===== src/rtl/sal_sched_pkg.sv =====
// Shared DDR2 parameters and the command encoding used by the bank scheduler.
package sal_sched_pkg;

    localparam int DRAM_RA_WIDTH = 14;
    localparam int DRAM_CA_WIDTH = 10;
    localparam int DDR2_NUM_BK   = 8;

    typedef enum logic [2:0] {
        CMD_NOP = 3'd0,
        CMD_ACT = 3'd1,
        CMD_RD  = 3'd2,
        CMD_WR  = 3'd3,
        CMD_PRE = 3'd4,
        CMD_REF = 3'd5
    } dram_cmd_e;

    // Bank-address width; a single-bank build still needs a 1-bit field.
    function automatic int bank_w(input int n);
        return (n > 1) ? $clog2(n) : 1;
    endfunction

endpackage


===== src/rtl/sal_sched_if.sv =====
// Bank-controller request/grant bundle plus the registered DRAM command bus.
interface sal_sched_if
    import sal_sched_pkg::*;
#(
    parameter int NUM_BK = DDR2_NUM_BK
) ();
    localparam int BA_W = bank_w(NUM_BK);

    logic [NUM_BK-1:0]                    act_req_i, rd_req_i, wr_req_i, pre_req_i, ref_req_i;
    logic [NUM_BK-1:0][DRAM_RA_WIDTH-1:0] ra_i;
    logic [NUM_BK-1:0][DRAM_CA_WIDTH-1:0] ca_i;
    logic [NUM_BK-1:0]                    act_gnt_o, rd_gnt_o, wr_gnt_o, pre_gnt_o, ref_gnt_o;
    dram_cmd_e                            cmd_o;
    logic [BA_W-1:0]                      ba_o;
    logic [DRAM_RA_WIDTH-1:0]             addr_o;

    // Scheduler side
    modport slave (
        input  act_req_i, rd_req_i, wr_req_i, pre_req_i, ref_req_i, ra_i, ca_i,
        output act_gnt_o, rd_gnt_o, wr_gnt_o, pre_gnt_o, ref_gnt_o, cmd_o, ba_o, addr_o
    );

    // Bank-controller / PHY side
    modport master (
        output act_req_i, rd_req_i, wr_req_i, pre_req_i, ref_req_i, ra_i, ca_i,
        input  act_gnt_o, rd_gnt_o, wr_gnt_o, pre_gnt_o, ref_gnt_o, cmd_o, ba_o, addr_o
    );

endinterface


===== src/rtl/sal_timing_cntr.sv =====
// Inter-command spacing counter: reloads on its triggering grant, counts down
// to zero, and reports eligibility when it has reached zero.
module sal_timing_cntr #(
    parameter int TW = 4
) (
    input  logic          clk,
    input  logic          rst_n,
    input  logic          load,
    input  logic [TW-1:0] t_val,
    output logic          ok
);
    logic [TW-1:0] cnt;

    // Load t-1 so the next command lands exactly t cycles after the trigger;
    // 0 and 1 both mean the very next cycle is allowed.
    always_ff @(posedge clk or negedge rst_n) begin
        if (!rst_n)          cnt <= '0;
        else if (load)       cnt <= (t_val == '0) ? '0 : t_val - 1'b1;
        else if (cnt != '0)  cnt <= cnt - 1'b1;
    end

    assign ok = (cnt == '0);

endmodule


===== src/rtl/sal_sched.sv =====
// Single-channel DRAM command scheduler: one grant per cycle across all banks,
// class priority REF > PRE > RD/WR > ACT, round-robin among banks, registered
// command output one cycle after the grant.
module sal_sched
    import sal_sched_pkg::*;
#(
    parameter int NUM_BK = DDR2_NUM_BK,
    parameter int TW     = 4
) (
    input  logic          clk,
    input  logic          rst_n,
    input  logic [TW-1:0] t_rrd_i,
    input  logic [TW-1:0] t_ccd_i,
    input  logic [TW-1:0] t_wtr_i,
    input  logic [TW-1:0] t_rtw_i,
    sal_sched_if.slave    bus
);
    localparam int BA_W = bank_w(NUM_BK);

    logic [BA_W-1:0]          rr_ptr;
    logic                     rrd_ok, ccd_ok, wtr_ok, rtw_ok;
    logic [NUM_BK-1:0]        conflict, rd_elig, wr_elig, act_elig;
    logic [BA_W:0]            pick_ref, pick_pre, pick_rw, pick_act;
    logic                     gnt_any;
    logic [BA_W-1:0]          gnt_bank;
    dram_cmd_e                gnt_cmd;
    logic [DRAM_RA_WIDTH-1:0] addr_nxt;
    logic [NUM_BK-1:0]        act_gnt, rd_gnt, wr_gnt, pre_gnt, ref_gnt;
    dram_cmd_e                cmd_q;
    logic [BA_W-1:0]          ba_q;
    logic [DRAM_RA_WIDTH-1:0] addr_q;

    // First requesting bank at or after ptr, wrapping; MSB is the found flag.
    function automatic logic [BA_W:0] rr_pick(input logic [NUM_BK-1:0] req,
                                              input logic [BA_W-1:0]   ptr);
        logic [BA_W:0] res;
        res = '0;
        for (int i = NUM_BK - 1; i >= 0; i--) begin
            int b;
            b = (int'(ptr) + i) % NUM_BK;
            if (req[b]) res = {1'b1, b[BA_W-1:0]};
        end
        return res;
    endfunction

    // A bank asking for RD and WR at once is malformed and gets neither.
    assign conflict = bus.rd_req_i & bus.wr_req_i;
    assign rd_elig  = bus.rd_req_i & ~conflict & {NUM_BK{ccd_ok & wtr_ok}};
    assign wr_elig  = bus.wr_req_i & ~conflict & {NUM_BK{ccd_ok & rtw_ok}};
    assign act_elig = bus.act_req_i & {NUM_BK{rrd_ok}};

    assign pick_ref = rr_pick(bus.ref_req_i, rr_ptr);
    assign pick_pre = rr_pick(bus.pre_req_i, rr_ptr);
    assign pick_rw  = rr_pick(rd_elig | wr_elig, rr_ptr);
    assign pick_act = rr_pick(act_elig, rr_ptr);

    // Class arbitration; ineligible classes simply fall through to the next.
    always_comb begin
        gnt_any  = 1'b0;
        gnt_bank = '0;
        gnt_cmd  = CMD_NOP;
        addr_nxt = '0;
        act_gnt  = '0;
        rd_gnt   = '0;
        wr_gnt   = '0;
        pre_gnt  = '0;
        ref_gnt  = '0;
        if (rst_n) begin
            if (pick_ref[BA_W]) begin
                gnt_any  = 1'b1;
                gnt_bank = pick_ref[BA_W-1:0];
                gnt_cmd  = CMD_REF;
                ref_gnt[gnt_bank] = 1'b1;
            end else if (pick_pre[BA_W]) begin
                gnt_any  = 1'b1;
                gnt_bank = pick_pre[BA_W-1:0];
                gnt_cmd  = CMD_PRE;
                pre_gnt[gnt_bank] = 1'b1;
            end else if (pick_rw[BA_W]) begin
                gnt_any  = 1'b1;
                gnt_bank = pick_rw[BA_W-1:0];
                addr_nxt = DRAM_RA_WIDTH'(bus.ca_i[gnt_bank]);
                if (rd_elig[gnt_bank]) begin
                    gnt_cmd = CMD_RD;
                    rd_gnt[gnt_bank] = 1'b1;
                end else begin
                    gnt_cmd = CMD_WR;
                    wr_gnt[gnt_bank] = 1'b1;
                end
            end else if (pick_act[BA_W]) begin
                gnt_any  = 1'b1;
                gnt_bank = pick_act[BA_W-1:0];
                gnt_cmd  = CMD_ACT;
                addr_nxt = bus.ra_i[gnt_bank];
                act_gnt[gnt_bank] = 1'b1;
            end
        end
    end

    // Register the granted command and advance the round-robin pointer.
    always_ff @(posedge clk or negedge rst_n) begin
        if (!rst_n) begin
            cmd_q  <= CMD_NOP;
            ba_q   <= '0;
            addr_q <= '0;
            rr_ptr <= '0;
        end else begin
            cmd_q  <= gnt_cmd;
            ba_q   <= gnt_bank;
            addr_q <= addr_nxt;
            if (gnt_any)
                rr_ptr <= (gnt_bank == BA_W'(NUM_BK - 1)) ? '0 : gnt_bank + 1'b1;
        end
    end

    sal_timing_cntr #(.TW(TW)) u_rrd (
        .clk(clk), .rst_n(rst_n), .load(gnt_cmd == CMD_ACT), .t_val(t_rrd_i), .ok(rrd_ok));
    sal_timing_cntr #(.TW(TW)) u_ccd (
        .clk(clk), .rst_n(rst_n), .load((gnt_cmd == CMD_RD) || (gnt_cmd == CMD_WR)),
        .t_val(t_ccd_i), .ok(ccd_ok));
    sal_timing_cntr #(.TW(TW)) u_wtr (
        .clk(clk), .rst_n(rst_n), .load(gnt_cmd == CMD_WR), .t_val(t_wtr_i), .ok(wtr_ok));
    sal_timing_cntr #(.TW(TW)) u_rtw (
        .clk(clk), .rst_n(rst_n), .load(gnt_cmd == CMD_RD), .t_val(t_rtw_i), .ok(rtw_ok));

    assign bus.act_gnt_o = act_gnt;
    assign bus.rd_gnt_o  = rd_gnt;
    assign bus.wr_gnt_o  = wr_gnt;
    assign bus.pre_gnt_o = pre_gnt;
    assign bus.ref_gnt_o = ref_gnt;
    assign bus.cmd_o     = cmd_q;
    assign bus.ba_o      = ba_q;
    assign bus.addr_o    = addr_q;

endmodule

===== src/flat_wrapper.sv =====
// flat-port wrapper written by rule: the top's interface ports become plain ports
module sal_sched_flat import sal_sched_pkg::*;
#(
    parameter int NUM_BK = DDR2_NUM_BK,
    parameter int TW     = 4
)
  (clk, rst_n, t_rrd_i, t_ccd_i, t_wtr_i, t_rtw_i, bus_act_req_i, bus_rd_req_i, bus_wr_req_i, bus_pre_req_i, bus_ref_req_i, bus_ra_i, bus_ca_i, bus_act_gnt_o, bus_rd_gnt_o, bus_wr_gnt_o, bus_pre_gnt_o, bus_ref_gnt_o, bus_cmd_o, bus_ba_o, bus_addr_o);
  sal_sched_if #(.NUM_BK(NUM_BK)) bus_i ();
  input  logic clk;
  input  logic rst_n;
  input  logic [TW-1:0] t_rrd_i;
  input  logic [TW-1:0] t_ccd_i;
  input  logic [TW-1:0] t_wtr_i;
  input  logic [TW-1:0] t_rtw_i;
  input wire logic [$bits(bus_i.act_req_i)-1:0] bus_act_req_i;
  input wire logic [$bits(bus_i.rd_req_i)-1:0] bus_rd_req_i;
  input wire logic [$bits(bus_i.wr_req_i)-1:0] bus_wr_req_i;
  input wire logic [$bits(bus_i.pre_req_i)-1:0] bus_pre_req_i;
  input wire logic [$bits(bus_i.ref_req_i)-1:0] bus_ref_req_i;
  input wire logic [$bits(bus_i.ra_i)-1:0] bus_ra_i;
  input wire logic [$bits(bus_i.ca_i)-1:0] bus_ca_i;
  output wire logic [$bits(bus_i.act_gnt_o)-1:0] bus_act_gnt_o;
  output wire logic [$bits(bus_i.rd_gnt_o)-1:0] bus_rd_gnt_o;
  output wire logic [$bits(bus_i.wr_gnt_o)-1:0] bus_wr_gnt_o;
  output wire logic [$bits(bus_i.pre_gnt_o)-1:0] bus_pre_gnt_o;
  output wire logic [$bits(bus_i.ref_gnt_o)-1:0] bus_ref_gnt_o;
  output wire logic [$bits(bus_i.cmd_o)-1:0] bus_cmd_o;
  output wire logic [$bits(bus_i.ba_o)-1:0] bus_ba_o;
  output wire logic [$bits(bus_i.addr_o)-1:0] bus_addr_o;
  assign bus_i.act_req_i = bus_act_req_i;
  assign bus_i.rd_req_i = bus_rd_req_i;
  assign bus_i.wr_req_i = bus_wr_req_i;
  assign bus_i.pre_req_i = bus_pre_req_i;
  assign bus_i.ref_req_i = bus_ref_req_i;
  assign bus_i.ra_i = bus_ra_i;
  assign bus_i.ca_i = bus_ca_i;
  assign bus_act_gnt_o = bus_i.act_gnt_o;
  assign bus_rd_gnt_o = bus_i.rd_gnt_o;
  assign bus_wr_gnt_o = bus_i.wr_gnt_o;
  assign bus_pre_gnt_o = bus_i.pre_gnt_o;
  assign bus_ref_gnt_o = bus_i.ref_gnt_o;
  assign bus_cmd_o = bus_i.cmd_o;
  assign bus_ba_o = bus_i.ba_o;
  assign bus_addr_o = bus_i.addr_o;
  sal_sched #(.NUM_BK(NUM_BK), .TW(TW)) u_core (.clk(clk), .rst_n(rst_n), .t_rrd_i(t_rrd_i), .t_ccd_i(t_ccd_i), .t_wtr_i(t_wtr_i), .t_rtw_i(t_rtw_i), .bus(bus_i));
endmodule

===== config.mk =====
export PLATFORM = sky130hd
export DESIGN_NAME = sal_sched_flat
export DESIGN_NICKNAME = d
export VERILOG_FILES = /design/src/rtl/sal_sched_pkg.sv /design/src/rtl/sal_sched_if.sv /design/src/rtl/sal_timing_cntr.sv /design/src/rtl/sal_sched.sv /design/src/flat_wrapper.sv
export SDC_FILE = /design/constraint.sdc
export NUM_CORES = 1
export LEC_CHECK = 0
export CORE_MARGIN = 4
export CORE_UTILIZATION = 48
export CTS_BUF_LIST = sky130_fd_sc_hd__clkbuf_4
export CTS_CLUSTER_SIZE = 28
export DETAILED_ROUTE_END_ITERATION = 12
export PLACE_DENSITY_LB_ADDON = 0.3
export SYNTH_ARGS = -nofsm -noshare
export SYNTH_HDL_FRONTEND = slang
export SYNTH_SLANG_ARGS = --single-unit

===== constraint.sdc =====
create_clock -name clk -period 11.6 [get_ports clk]
set_clock_uncertainty 0.1 [all_clocks]
set_input_delay 2.32 -clock clk [delete_from_list [all_inputs] [get_ports clk]]
set_output_delay 2.32 -clock clk [all_outputs]
set_load 0.01 [all_outputs]

==> reports/results.ini <==
[status]
run_status=finished, final reports clean

[placement]
port_buffers=309
place_congestion=0.9531
dp_hpwl_mm=23.96
post_dp_cell_area_um2=10410

[routing]
via_per_inst=6.352
drc=0
drt_first_pass_iters=6
dr.first_iter.drc_count=645
vias=8854
postRouteAntennaNets=0
drt-wirelength-per-cell_um=21.26
routed_wl_mm=29.64

[die]
start_util_pct=49.25
io_pins=310
die_w_um=130.3
core-area_um2=14590
die_y_um=130.3
die_area_um2=16990
rows=44

[logic_synthesis]
async_flop_share_pct=100.0
syn_area_per_cell_um2=7.700
synth-adder-area-share_pct=1.916
synth_ff_type=dfrtp_1
yosys_warnings=0
syn_nets=1194
ys_ff_latch=39
synth.area.top_cells=dfrtp_1 14%, mux2i_1 10%, mux4_2 8.5%
synth_compound_area_share_pct=26.42
syn_inst=933
synth_area_um2=7184
synth_top_family_by_area=simple AND/OR/NAND/NOR gates
synth-edff-count=0
synth_mux_area_share_pct=23.95
yosys.area.top_type=dfrtp_1
synth-xor-area-share_pct=1.097
synthSimpleGateAreaFrac_pct=28.21
yosysTopAreaCellShare_pct=13.58
synthDistinctLibCells=84
synth-seq-area-share_pct=13.58

[critical_path]
worstSetupPathType=input pin to output port
path_buf_inv=2
critical_path_depth=14
crit_start=bus_rd_req_i[2]
slowest_delay_ps=810
worstPathCellList=clkdlybuf4s50_1 -> nor2b_1 -> nand3_1 -> and2_0 -> mux4_2 -> nand3_1 -> nand2_1 -> nor4_1 -> or3_2 -> a221oi_1 -> a211oi_1 -> or2_1 -> nor3_2 -> clkdlybuf4s50_1
timing.rr.end=u_core.bus.addr_o[6]$_DFF_PN0_
start_kind=input pin
endpoint_kind=output port
endpoint=bus_wr_gnt_o[5]
critPathTopFamily=simple AND/OR/NAND/NOR gates
r2r_cells=14
cp.required_ps=9180
r2r_start=u_core.rr_ptr[0]$_DFFE_PN0P_
r2r_slack_ps=5400
arrival_ps=7310
critPathSlowestCell=or3_2
cp_max_fo=44

[global_routing]
grt_remaining_overflow=0
grt_start_max_net_pins=61
grtUsageTotal_pct=33.09
antenna_found_initial=3
grt_pass1_vias=8436
grt_pass1_wl_mm=44.45

[hold_path]
hp-class=flop to flop
worstHoldStart=u_core.u_ccd.cnt[1]$_DFFE_PN0P_

[sta]
setup_viol=0
hold-worst-slack_ps=467.0
relSlewSlack_pct=38.41
slew_violations=0
min_period_ps=9729
fmax_ghz=0.1028
hold_viol_final=0
worstMarginPinSlew_ps=917.7
setup-tns-final_ps=0
rsz0062_at_grt=no
period_share_pct=83.87

[cts]
cts_setup_buffers=0
clk_pin_slew_ps=130
clock_latency_ps=360
cts_inserted_buffers=5
root_buffer=clkbuf_4
hold_buffers=0
cts_resized=0
htreeDepth=2
clock_sinks=39
cts_tree=built
clockBufferDepth=2

[pwr]
ir_drop_v=0.0003220
p_leak_nw=4.011
power.density_nw_per_um2=372.4

[final_layout]
final_nets=1468
drive_gt1_share_pct=10.84
area_growth_pct=45.72
fin_util_pct=71.76
n_fill_cell=1167
final_area_um2=10470

[run]
max-cap-violations=0

## cells in the final DEF, fill, tap and decap left out, types with 7 or more instances in the layout
master	count
clkdlybuf4s50_1	308
nor2_1	87
nand2_1	84
mux2i_1	73
a21oi_1	65
o21ai_0	44
nand3_1	38
dfrtp_1	38
nor3_1	36
mux2_2	33
mux4_2	27
inv_1	22
a211oi_1	22
and2_1	19
nor2b_1	19
o22ai_1	18
buf_4	18
or3_1	13
nand2b_1	13
o21a_1	13
o221ai_1	12
ha_1	11
nand4_1	10
o31ai_1	10
or2_2	9
nor3_2	9
a31oi_1	8
nand4b_1	8
o22a_1	8
a21o_1	7
nor3b_1	7
## worst min-delay path by stage
stage	slack, ps	cells after the start	endpoint
6_report	470	2	u_core.u_ccd.cnt[1]$_DFFE_PN0P_
4_1_cts	470	2	u_core.u_ccd.cnt[1]$_DFFE_PN0P_
3_5_place_dp	440	2	u_core.u_ccd.cnt[1]$_DFFE_PN0P_
5_1_grt	510	2	u_core.u_ccd.cnt[1]$_DFFE_PN0P_
2_1_floorplan	400	2	u_core.u_ccd.cnt[1]$_DFFE_PN0P_
3_3_place_gp	430	2	u_core.u_ccd.cnt[1]$_DFFE_PN0P_
## tightest hold or removal path: stages (launching register included)
cell	delay, ps
dfrtp_1	360
o211ai_1	100
o21ai_0	70
## final cells by class
cell class	instances	area, um^2	area share (%)
Multi-Input combinational cell	812	5893	56.29
Timing Repair Buffer	327	3223	30.79
Sequential cell	39	977.2	9.334
Tap cell	184	230.2	2.199
Inverter	22	82.58	0.7888
Clock buffer	6	45.04	0.4303
Clock inverter	2	12.51	0.1195
Antenna cell	2	5.005	0.04781
## layer usage
metal	routed length, um	global-route usage (%)	share of wire (%)
met1	11370	41.93	38
met2	14470	56.19	49
met3	2964	7.859	10
met4	828	9.679	2.8
met5	7	0	0.024
## flip-flops by register name, summed over array words and instances (netlist names)
name and flops:
u_core.rr_ptr 3, u_core.u_ccd.cnt 4, u_core.u_rtw.cnt 4, u_core.u_wtr.cnt 4, u_core.bus.ba_o 3, u_core.bus.addr_o 14, u_core.bus.cmd_o 3, u_core.u_rrd.cnt 4
## cell families after synthesis
kind of cell / after synthesis
flops: 39
simple gates: 384
fa+ha+maj: 11
xor+xnor: 9
buf+inv: 82
compound gates: 274
mux: 134
## power by group
group | internal [mW] | switching [mW]
Clock | 0.0258 | 0.0512
Sequential | 0.175 | 0.0298
Combinational | 1.45 | 2.16
Total | 1.66 | 2.24
## cells in the mapped netlist, types with 6 or more instances
| library cell | n |
|---|---|
| nor2_1 | 87 |
| nand2_1 | 84 |
| mux2i_1 | 74 |
| a21oi_1 | 65 |
| o21ai_0 | 44 |
| dfrtp_1 | 39 |
| nand3_1 | 38 |
| clkbuf_1 | 36 |
| nor3_1 | 36 |
| mux2_2 | 33 |
| mux4_2 | 27 |
| a211oi_1 | 22 |
| inv_1 | 22 |
| and2_1 | 19 |
| nor2b_1 | 19 |
| o22ai_1 | 19 |
| or3_1 | 14 |
| buf_2 | 13 |
| nand2b_1 | 13 |
| o21a_1 | 13 |
| o221ai_1 | 12 |
| ha_1 | 11 |
| nand4_1 | 10 |
| o31ai_1 | 10 |
| nor3_2 | 9 |
| or2_2 | 9 |
| a31oi_1 | 8 |
| nand4b_1 | 8 |
| o22a_1 | 8 |
| a21o_1 | 7 |
| buf_1 | 7 |
| nor3b_1 | 7 |
| a22oi_1 | 6 |
| nor4_1 | 6 |
| xnor2_1 | 6 |
## per-stage QoR
step                setup WS (ps)  power (mW)  cells
finish                       1871       3.899   1394
global placement             2081       3.728   1384
detailed placement           1941       3.749   1384
floorplan                    3891       2.881    933
CTS                          1940       3.834   1392
global route                 1537       4.210   1394
Power figures use the tool's default switching activity.
